File: src/rtl/issue_unit_pkg.sv
// Shared issue-stage types: unit latencies, CDB owner encoding and
// the reservation-station queue entry layout.
package issue_unit_pkg;

  localparam int INT_LAT_D  = 1;
  localparam int LDST_LAT_D = 2;
  localparam int MULT_LAT_D = 4;
  localparam int DIV_LAT_D  = 7;

  typedef enum logic [1:0] {
    OWN_INT  = 2'd0,
    OWN_LDST = 2'd1,
    OWN_MULT = 2'd2,
    OWN_DIV  = 2'd3
  } owner_e;

  typedef struct packed {
    logic        valid;
    logic [5:0]  tag;
    logic [31:0] op_a;
    logic        a_vld;
    logic [31:0] op_b;
    logic        b_vld;
  } iq_entry_t;

  function automatic logic iq_ready(input iq_entry_t e);
    return e.valid & e.a_vld & e.b_vld;
  endfunction

endpackage

File: src/rtl/cdb_reservation_sr.sv
// CDB reservation shift register: one bit plus owner per future slot,
// shifting toward slot 0 every cycle.
module cdb_reservation_sr
  import issue_unit_pkg::*;
#(
  parameter int DEPTH = 8,
  localparam int IW = $clog2(DEPTH)
) (
  input  logic             clk,
  input  logic             rst,
  input  logic             set_en,
  input  logic [IW-1:0]    set_idx,
  input  owner_e           set_owner,
  output logic [DEPTH-1:0] res,
  output owner_e           owner0
);

  owner_e own_q [DEPTH];

  always_ff @(posedge clk) begin
    if (rst) begin
      res <= '0;
      for (int k = 0; k < DEPTH; k++)
        own_q[k] <= OWN_INT;
    end else begin
      for (int k = 0; k < DEPTH-1; k++) begin
        res[k]   <= res[k+1];
        own_q[k] <= own_q[k+1];
      end
      res[DEPTH-1]   <= 1'b0;
      own_q[DEPTH-1] <= OWN_INT;
      if (set_en) begin
        res[set_idx]   <= 1'b1;
        own_q[set_idx] <= set_owner;
      end
    end
  end

  assign owner0 = own_q[0];

endmodule

File: src/rtl/issue_unit.sv
// Issue arbiter: grants one functional unit per cycle so that no two
// results ever collide on the common data bus.
module issue_unit
  import issue_unit_pkg::*;
#(
  parameter int INT_LAT  = INT_LAT_D,
  parameter int LDST_LAT = LDST_LAT_D,
  parameter int MULT_LAT = MULT_LAT_D,
  parameter int DIV_LAT  = DIV_LAT_D
) (
  input  logic       clk,
  input  logic       rst,
  input  logic       ready_int,
  input  logic       ready_ldst,
  input  logic       ready_mult,
  input  logic       ready_div,
  input  logic       flush,
  output logic       issue_int,
  output logic       issue_ldst,
  output logic       issue_mult,
  output logic       issue_div,
  output logic       cdb_valid,
  output logic [1:0] cdb_owner,
  output logic       div_busy
);

  localparam int DEPTH = DIV_LAT + 1;
  localparam int IW    = $clog2(DEPTH);
  localparam int DCW   = $clog2(DIV_LAT + 1);
  localparam logic RR_INT  = 1'b0;
  localparam logic RR_LDST = 1'b1;

  logic [DEPTH-1:0] res;
  owner_e           owner0;
  logic [DCW-1:0]   div_cnt;
  logic             rr_last;
  logic             open;
  logic             e_int, e_ldst, e_mult, e_div;
  logic             set_en;
  logic [IW-1:0]    set_idx;
  owner_e           set_owner;
  logic             unused_res;

  cdb_reservation_sr #(.DEPTH(DEPTH)) u_sr (
    .clk       (clk),
    .rst       (rst),
    .set_en    (set_en),
    .set_idx   (set_idx),
    .set_owner (set_owner),
    .res       (res),
    .owner0    (owner0)
  );

  // Eligibility looks at the pre-shift vector.
  assign open   = !rst && !flush;
  assign e_int  = open && ready_int  && !res[INT_LAT];
  assign e_ldst = open && ready_ldst && !res[LDST_LAT];
  assign e_mult = open && ready_mult && !res[MULT_LAT];
  assign e_div  = open && ready_div  && !res[DIV_LAT]
                  && (div_cnt == '0);

  assign issue_div  = e_div;
  assign issue_mult = e_mult && !e_div;
  assign issue_int  = e_int && !e_div && !e_mult
                      && (!e_ldst || rr_last == RR_LDST);
  assign issue_ldst = e_ldst && !e_div && !e_mult
                      && (!e_int || rr_last == RR_INT);

  assign set_en = issue_int | issue_ldst | issue_mult | issue_div;

  always_comb begin
    set_idx   = '0;
    set_owner = OWN_INT;
    unique case (1'b1)
      issue_div: begin
        set_idx   = IW'(DIV_LAT - 1);
        set_owner = OWN_DIV;
      end
      issue_mult: begin
        set_idx   = IW'(MULT_LAT - 1);
        set_owner = OWN_MULT;
      end
      issue_int: begin
        set_idx   = IW'(INT_LAT - 1);
        set_owner = OWN_INT;
      end
      issue_ldst: begin
        set_idx   = IW'(LDST_LAT - 1);
        set_owner = OWN_LDST;
      end
      default: ;
    endcase
  end

  always_ff @(posedge clk) begin
    if (rst)
      div_cnt <= '0;
    else if (issue_div)
      div_cnt <= DCW'(DIV_LAT - 1);
    else if (div_cnt != '0)
      div_cnt <= div_cnt - 1'b1;
  end

  always_ff @(posedge clk) begin
    if (rst)
      rr_last <= RR_LDST;
    else if (issue_int)
      rr_last <= RR_INT;
    else if (issue_ldst)
      rr_last <= RR_LDST;
  end

  assign div_busy   = (div_cnt != '0);
  assign cdb_valid  = res[0];
  assign cdb_owner  = res[0] ? owner0 : OWN_INT;
  assign unused_res = ^res;

endmodule

File: config.mk
export PLATFORM = sky130hd
export DESIGN_NAME = issue_unit
export DESIGN_NICKNAME = d
export VERILOG_FILES = /design/src/rtl/issue_unit_pkg.sv /design/src/rtl/cdb_reservation_sr.sv /design/src/rtl/issue_unit.sv
export SDC_FILE = /design/constraint.sdc
export NUM_CORES = 1
export LEC_CHECK = 0
export CAP_MARGIN = 15
export CORE_MARGIN = 1
export CORE_UTILIZATION = 48
export CTS_CLUSTER_SIZE = 16
export DETAILED_ROUTE_END_ITERATION = 7
export HOLD_SLACK_MARGIN = 0.12
export PLACE_DENSITY = 0.81
export SLEW_MARGIN = 20
export SYNTH_ARGS = -nofsm -noshare
export SYNTH_HDL_FRONTEND = slang
export SYNTH_HIERARCHICAL = 1
export SYNTH_SLANG_ARGS = --single-unit
export TNS_END_PERCENT = 30
File: constraint.sdc
create_clock -name clk -period 2.4 [get_ports clk]
set_clock_uncertainty 0.2 [all_clocks]
set_input_delay 0.24 -clock clk [delete_from_list [all_inputs] [get_ports clk]]
set_output_delay 0.24 -clock clk [all_outputs]
set_load 0.02 [all_outputs]
# Yosys cells after proc, flatten, opt, wreduce, memory -nomap -nowiden
# Memory sizes are Yosys's and may differ from the RTL's.
# Index checks and enable logic that the tools add are counted.
# totals
ramBits,16
wordCells,83
output_inout_bits,8
inputBits,7
reg_bits,12
mem_count,1
# memory_table
memory,words,word_bits,rd,rd_clocked_by_memory_dff,write_ports,line,rtl
u_sr.own_q,8,2,8,0,9,cdb_reservation_sr.sv:18,owner_e own_q [DEPTH];
# classes
n_bitwise,14
reduce_logical,36
order_cmp,2
n_addsub,1
n_mux,24
# ops
cell,n
$logic_and 1x1->1,18
$mux 2,9
$or 1x1->1,11
$logic_not 1->1,10
$mux 1,9
$pmux 3 s3,1
$or 7x8->8,1
$mux 7,1
$mux 3,2
$pmux 2 s3,1
$lt 3x4->1 const B,1
$reduce_bool 2->1,2
$reduce_or 2->1,2
$demux 1 s3,1
$ge 3x1->1 const B,1
$logic_not 3->1,1
$reduce_bool 3->1,1
$sub 3x1->3 const B,1
$logic_or 1x1->1,2
$not 1->1,2

# Logic depth before layout (Yosys ltp)
# Gate-level depths: netlist (run 1).
# depth
word_depth,16
ltp_mapped,7
depth_no_buf,7

# Modules after synthesis
# Netlist (run 1), hierarchy kept.
# by_module_without_submodules
mod,area_each_um2,cells_per_inst,instances,seq_area_each_um2
cdb_reservation_sr,888.4,81,1,480.5
issue_unit,347.8,44,1,80.1

# Least setup slack after synthesis (run 1)
# No wires, ideal clock.
# synth_path
path_kind,register to register
startpoint,reg div_cnt[0]
endpoint,mem u_sr/own_q[0][0] in the netlist's numbering
synth_period_minus_slack_ns,2.231
setup_slack_ns,0.169
required_ns,2.075
path_buffers,0
setup_ns,0.125
stages_incl_launch_ff,8
arrival_ns,1.905
cell_sequence,dfxtp_1 > inv_1 > ha_1 > and4bb_1 > nor2_1 > a31oi_1 > or4b_4 > mux2i_1
# synth_lines
element,line,rtl
"start, declared",issue_unit.sv:35,logic [DCW-1:0] div_cnt;
"start signal, assigned",issue_unit.sv:99,div_cnt <= DCW'(DIV_LAT - 1);
"start signal, assigned",issue_unit.sv:101,div_cnt <= div_cnt - 1'b1;
"end, declared",cdb_reservation_sr.sv:18,

# Worst setup path in the final report (run 1)
# layout_path
startpoint,reg div_cnt[0]
endpoint,out issue_int
# layout_via
elab_chain_len,6
# layout_lines
element,line,rtl
$logic_not 3->1,issue_unit.sv:60,&& (div_cnt == '0);
$logic_and 1x1->1,issue_unit.sv:60,
$logic_not 1->1,issue_unit.sv:64,assign issue_int = e_int && !e_div && !e_mult
$logic_and 1x1->1 (2 in series),issue_unit.sv:64,
$logic_and 1x1->1,issue_unit.sv:65,&& (!e_ldst || rr_last == RR_LDST);
"end, declared",issue_unit.sv:18,"output logic issue_int,"
# Every way passes these cells.

==> impl_metrics.json, run 1 <==
{
  "cts_hold_repair.buffers": 0,
  "critical-path-top-delay-family": "simple AND/OR/NAND/NOR gates",
  "most_frequent_cells_in_the_layout": "28 x dfxtp_1, 21 x nand2b_1, 14 x mux2i_1",
  "cpPeakStageDelay_ps": 350,
  "synth_warnings": 6,
  "finalWeightedCongestion": 0.7618,
  "grt_max_degree": 20,
  "route.detailed.wl_per_inst_um": 13.13,
  "hold_class": "reg -> reg",
  "run_status": "finished, final reports clean",
  "rr_endpoint": "u_sr/own_q[0][0]$_DFF_P_",
  "number_of_global_route_vias_before_repair": 873,
  "grt_overflow": 0,
  "synth_compound_area_share_pct": 10.22,
  "synth_cell_types": 29,
  "dpl.cell_count": 171,
  "register_area_um2": 560.5,
  "hold_path_startpoint": "u_sr/res[3]$_SDFF_PP0_",
  "critical_path.slowest_cell": "dlygate4sd2_1",
  "clock_tree.root_cell": "clkbuf_4",
  "n_antenna_cell": 0,
  "ratio_of_total_power_to_cell_area_mw_per_mm2": 668.2,
  "timing.rr.start": "div_cnt[0]$_SDFFE_PP0P_",
  "dp_hpwl_um": 1696,
  "number_of_enable_type_register_cells_in_the_synthesized_netlist": 0,
  "initialDrtViolationCount": 17,
  "synthesis.nets": 134,
  "die_area_mm2": 0.002783,
  "globalRouteMet1Util_pct": 25.13,
  "layout.filler_cells": 211,
  "synth_flop_cell": "dfxtp_1",
  "start_util_pct": 50.36,
  "synth_largest_area_cell": "dfxtp_1",
  "tightestPinTransition_ps": 523.8,
  "max_slew_margin_pct": 65.08,
  "core_area_mm2": 0.002455,
  "max_clock_freq_mhz": 443.4,
  "tritoncts": "built",
  "final-hold-violation-count": 0,
  "grt.busiest_layer": "met2",
  "drt_pass1_iterations": 4,
  "synth_area_per_cell_um2": 9.889,
  "remaining_drc_errors": 0,
  "grt_first_pass_wirelength_um": 3864,
  "worstPathCellList": "inv_1, ha_1, nand4bb_1, nand3_1, nor3_1, dlygate4sd2_1",
  "hold-path-endpoint": "u_sr/res[2]$_SDFF_PP0_",
  "synth-xor-area-share_pct": 0,
  "count_of_input_and_output_buffers": 14,
  "cts-root-to-sink-buffers": 2,
  "final_layout_size_suffix_gt1_share_pct": 8.333,
  "track_usage_pct": 19.29,
  "cts.htree.levels": 1,
  "synthDominantCellAreaShare_pct": 45.34,
  "setup_violations": 0,
  "timing.critical_path.fanout_max": 4,
  "final_antenna_net_count": 0,
  "floorplan.die.height_um": 52.75,
  "post_synth_main_area_contributors": "dfxtp_1 45%, mux2i_1 11%, nand2b_1 11%",
  "synth_top_family_by_area": "simple AND/OR/NAND/NOR gates",
  "cts-buffers-inserted": 3,
  "ir_drop_mv": 0.5709,
  "ys_async_sr_fraction_pct": 0,
  "cts.reportedPaths.clkPinSlew_ps": 130,
  "post-route-min-period_ps": 2255,
  "worst-r2r-cell-count": 7,
  "period_utilisation_layout_pct": 93.97,
  "fin_area_mm2": 0.001456,
  "start_kind": "register",
  "vias": 920,
  "hold_depth": 2,
  "post_drt_via_cell_ratio": 5.287,
  "nets": 155,
  "tns_ps": 0,
  "design.portCount": 15,
  "layoutNonFillerInstCount": 174,
  "met3_usage_pct": 3.478,
  "synthesis.area_mm2": 0.001236,
  "yosysSeqAreaShare_pct": 45.34,
  "synth_register_bits": 28,
  "slew_limit_fails": 0,
  "area_growth_pct": 17.81,
  "globalRouteMet2Util_pct": 31.65,
  "leak_pwr_uw": 0.0006232,
  "area_used_by_multi_input_combinational_logic_um2": 629.4,
  "synth.area.mux_share_pct": 11.34,
  "die_x_um": 52.75,
  "total_routed_wirelength_um": 2285,
  "post_dp_cell_area_mm2": 0.001436,
  "critPathBufInv": 2,
  "layout_commonest_cell": "dfxtp_1",
  "crit_path_end_kind": "output pin",
  "synthAdderAreaFrac_pct": 2.024,
  "cap_violations": 0,
  "grt_antenna_before_repair": 0,
  "placementRows": 18,
  "setup_cp_type": "reg -> out",
  "reg2reg_slack_ps": 200,
  "clk-insertion-delay-late_ps": 310,
  "synth-simple-area-share_pct": 27.13,
  "cp_data_required_time_ps": 1960,
  "worstSetupPathDepth": 6,
  "cp.arrival_ps": 1820,
  "rsz0062_at_grt": "no",
  "number_of_instances_in_the_synthesized_netlist": 125,
  "cts_sinks": 28
}
## cells in the mapped netlist (3+ instances only)
cell / number
mux2i_1: 14
a21oi_1: 9
inv_1: 11
nand2b_1: 21
dfxtp_1: 28
nand4b_1: 3
nor2_1: 7
nand4bb_1: 4
## registers in the layout, summed over array words and instances (netlist names)
signal	flops
u_sr/own_q	16
u_sr/res	8
div_cnt	3
rr_last	1
## worst max-delay path by stage
| stage | start | to |
|---|---|---|
| 4_1_cts | div_cnt[0]$_SDFFE_PP0P_ | issue_int |
| 3_5_place_dp | ready_int | u_sr/own_q[0][0]$_DFF_P_ |
| 5_1_grt | div_cnt[0]$_SDFFE_PP0P_ | issue_int |
| 2_1_floorplan | div_cnt[0]$_SDFFE_PP0P_ | u_sr/own_q[0][0]$_DFF_P_ |
| 3_3_place_gp | rst | issue_div |
| 6_report | div_cnt[0]$_SDFFE_PP0P_ | issue_int |
## metal layers
| metal | part of all wire [%] | vias to the layer above | routed length [um] |
|---|---|---|---|
| met5 | 0 | - | 0 |
| met4 | 0.44 | 0 | 10 |
| met1 | 50 | 434 | 1140 |
| met2 | 47 | 10 | 1081 |
| li1 | - | 474 | - |
| met3 | 2.3 | 2 | 53 |
## logic make-up after synthesis
family,count (synthesis)
fa+ha+maj,2
simple gates,50
mux,14
buf+inv,13
flops,28
compound gates,18
## area by class of cell
class,count,share of cell area (%)
Inverter,11,2.835
Multi-Input combinational cell,84,43.21
Sequential cell,28,38.49
Tap cell,30,2.577
Timing Repair Buffer,18,11.34
Clock buffer,3,1.546
## worst register-to-register path, cell delays in order, from the launching register on
cell and delay, ps:
dfxtp_1 320, inv_1 100, ha_1 230, and4bb_1 260
nor2_1 80, a31oi_1 230, or4b_4 520, mux2i_1 140
## power breakdown
| part | total [uW] | switching (uW) | internal [uW] |
|---|---|---|---|
| clock network | 183 | 124 | 58.7 |
| logic | 283 | 155 | 128 |
| registers | 507 | 13.7 | 493 |
| total | 973 | 293 | 680 |
## through the flow
step / hold WS, ps / power (uW) / setup slack (ps) / util, %
CTS: 252.2 / 981.3 / 138.1 / 59.23
floorplan: 116.8 / 708.9 / 169.4 / -
global placement: 215.4 / 788.1 / 39.26 / 58.51
finish: 248.3 / 973.2 / 144.8 / 59.33
detailed placement: 230.8 / 800.7 / 51.04 / 58.51
global route: 282.3 / 1033 / 44.89 / 59.33
## what timing repair did
action                     in CTS  in global routing
pin swaps                       0                  0
resized for setup               4                  1
setup buffers                   0                  0
setup endpoints to repair       4                  2
Power figures use the tool's default switching activity.
==> inputs of run 2 (changes only) <==
- CORE_UTILIZATION: 48 -> 53
- PLACE_DENSITY: 0.81 -> 0.75
- clock period: 2.4 -> 2.1 ns (I/O delays scaled with it)
==> impl_metrics.json, run 2 (synthesis results as in run 1) <==
{
  "rr_endpoint": "u_sr/own_q[0][0]$_DFF_P_",
  "remaining_drc_errors": 0,
  "period_utilisation_layout_pct": 97.57,
  "post_drt_via_cell_ratio": 5.114,
  "layout_commonest_cell": "dfxtp_1",
  "area_growth_pct": 31.58,
  "cts-root-to-sink-buffers": 2,
  "cap_violations": 0,
  "finalWeightedCongestion": 0.8493,
  "route.detailed.wl_per_inst_um": 12.78,
  "hold_class": "reg -> reg",
  "largest_reg_flops": 16,
  "critical_path.slowest_cell": "or4b_4",
  "seqPwrFrac_pct": 42.0,
  "grt_first_pass_wirelength_um": 3898,
  "cpPeakStageDelay_ps": 550,
  "nets": 167,
  "final-hold-violation-count": 0,
  "slew_limit_fails": 0,
  "cts_hold_repair.buffers": 0,
  "tritoncts": "built",
  "leak_pwr_uw": 0.0006858,
  "comb_power_share_pct": 33.2,
  "cp.arrival_ps": 2060,
  "layout_top_registers": "u_sr/own_q (16), u_sr/res (8), div_cnt (3)",
  "worst-r2r-cell-count": 7,
  "reg2reg_slack_ps": 50,
  "grt_max_degree": 30,
  "cts.htree.levels": 1,
  "cts_sinks": 28,
  "die_area_mm2": 0.002530,
  "clkPwrFrac_pct": 24.8,
  "dp_hpwl_um": 1697,
  "initialDrtViolationCount": 4,
  "track_usage_pct": 20.04,
  "total_power_after_layout_uw": 1391,
  "post-route-min-period_ps": 2049,
  "design.portCount": 15,
  "timing.critical_path.fanout_max": 10,
  "swShare_pct": 28.50,
  "cell_internal_pwr_uw": 994.5,
  "max_clock_freq_mhz": 488.1,
  "hold_depth": 2,
  "hold_path_startpoint": "u_sr/res[5]$_SDFF_PP0_",
  "layout.filler_cells": 151,
  "worstSetupPathDepth": 7,
  "n_antenna_cell": 0,
  "run_status": "finished, final reports clean",
  "critPathBufInv": 1,
  "cts.reportedPaths.clkPinSlew_ps": 150,
  "start_kind": "register",
  "drt_pass1_iterations": 3,
  "die_x_um": 50.30,
  "grt_overflow": 0,
  "max_slew_margin_pct": 78.56,
  "crit_top_cell": "nor2_4",
  "tightestPinTransition_ps": 320.1,
  "netSwitchingPower_uw": 396.4,
  "tns_ps": 0,
  "final_layout_size_suffix_gt1_share_pct": 22.29,
  "worstPathCellList": "inv_2, ha_4, and4bb_2, nor2_4, nor2_4, or4b_4, mux2i_1",
  "hold-path-endpoint": "u_sr/res[4]$_SDFF_PP0_",
  "floorplan.die.height_um": 50.30,
  "clock_tree.root_cell": "clkbuf_4",
  "regMostFlops": "u_sr/own_q",
  "fin_area_mm2": 0.001627,
  "number_of_global_route_vias_before_repair": 862,
  "total_routed_wirelength_um": 2365,
  "timing.rr.start": "div_cnt[1]$_SDFFE_PP0P_",
  "crit_path_end_kind": "register",
  "vias": 946,
  "placementRows": 17,
  "ir_drop_mv": 0.9247,
  "final_antenna_net_count": 0,
  "clk-insertion-delay-late_ps": 320,
  "post_dp_cell_area_mm2": 0.001523,
  "critical-path-top-delay-family": "simple AND/OR/NAND/NOR gates",
  "start_util_pct": 55.88,
  "core_area_mm2": 0.002212,
  "setup_violations": 0,
  "cp_data_required_time_ps": 2110,
  "ratio_of_total_power_to_cell_area_mw_per_mm2": 855.1,
  "cts-buffers-inserted": 3,
  "most_frequent_cells_in_the_layout": "28 x dfxtp_1, 21 x nand2b_1, 16 x buf_4",
  "grt_antenna_before_repair": 0,
  "setup_cp_type": "reg -> reg",
  "count_of_input_and_output_buffers": 14
}
[run 2: changes by cell type in the layout (fill, tap and decap cells not counted), moves of 2 or more]
| cell | delta |
|---|---|
| nor2_4 | +2 |
| buf_4 | +12 |
| inv_2 | +2 |
| dlygate4sd2_1 | -2 |
| inv_1 | -2 |
[run 2: power by group through the flow]
stage | Clock (uW) | Combinational, uW | Sequential [uW]
2_1_floorplan | 0 | 223 | 589
3_3_place_gp | 0 | 385 | 591
3_5_place_dp | 0 | 398 | 592
4_1_cts | 352 | 390 | 580
5_1_grt | 370 | 498 | 589
6_report | 345 | 461 | 584
[run 2: cell type report]
cell class                      instances  area (um2)  area share (%)
Clock buffer                            3       22.52           1.385
Clock inverter                          1       30.03           1.846
Multi-Input combinational cell         84       689.4           42.38
Inverter                               11       41.29           2.538
Sequential cell                        28       560.5           34.46
Timing Repair Buffer                   30       247.7           15.23
Tap cell                               28       35.03           2.154
[run 2: metal layers]
layer  GRT usage (%)  vias up  wire length [um]
li1                -      503                 -
met1           26.84      437              1193
met2           34.22        6              1136
met3           3.636        0                34
met4           2.778        0                 0
met5               0        -                 0
[run 2: worst max-delay path by stage]
stage / from / to / slack, ps
floorplan: div_cnt[0]$_SDFFE_PP0P_ / u_sr/own_q[0][0]$_DFF_P_ / 10
global placement: ready_int / u_sr/own_q[0][0]$_DFF_P_ / -130
detailed placement: ready_int / u_sr/own_q[0][0]$_DFF_P_ / -170
CTS: div_cnt[0]$_SDFFE_PP0P_ / u_sr/own_q[0][0]$_DFF_P_ / 9
global route: div_cnt[1]$_SDFFE_PP0P_ / u_sr/own_q[0][0]$_DFF_P_ / -7
finish: div_cnt[1]$_SDFFE_PP0P_ / u_sr/own_q[0][0]$_DFF_P_ / 50
[run 2: per-stage QoR]
| stage | hold slack [ps] | util, % | std cells | setup WS (ps) |
|---|---|---|---|---|
| final | 230.6 | 73.53 | 185 | 51.07 |
| after CTS | 233.4 | 71.04 | 184 | 9.496 |
| after global routing | 257.2 | 73.53 | 185 | -6.515 |
| after global placement | 213.9 | 68.83 | 180 | -126.7 |
| after floorplan | 86.84 | - | 125 | 13.64 |
| after detailed placement | 219.2 | 68.83 | 180 | -172.0 |
[run 2: repair_timing]
action / CTS / global route
setup endpoints to repair: 8 / 28
pin swaps: 1 / 2
hold endpoints to repair: 0 / 0
resized for setup: 12 / 12
buffers inserted: 0 / 1
[run 2: worst reg2reg max path: stages (launching register included)]
cell and delay, ps:
dfxtp_1 350, inv_2 50, ha_4 160, and4bb_2 260
nor2_4 150, nor2_4 80, or4b_4 550, mux2i_1 140
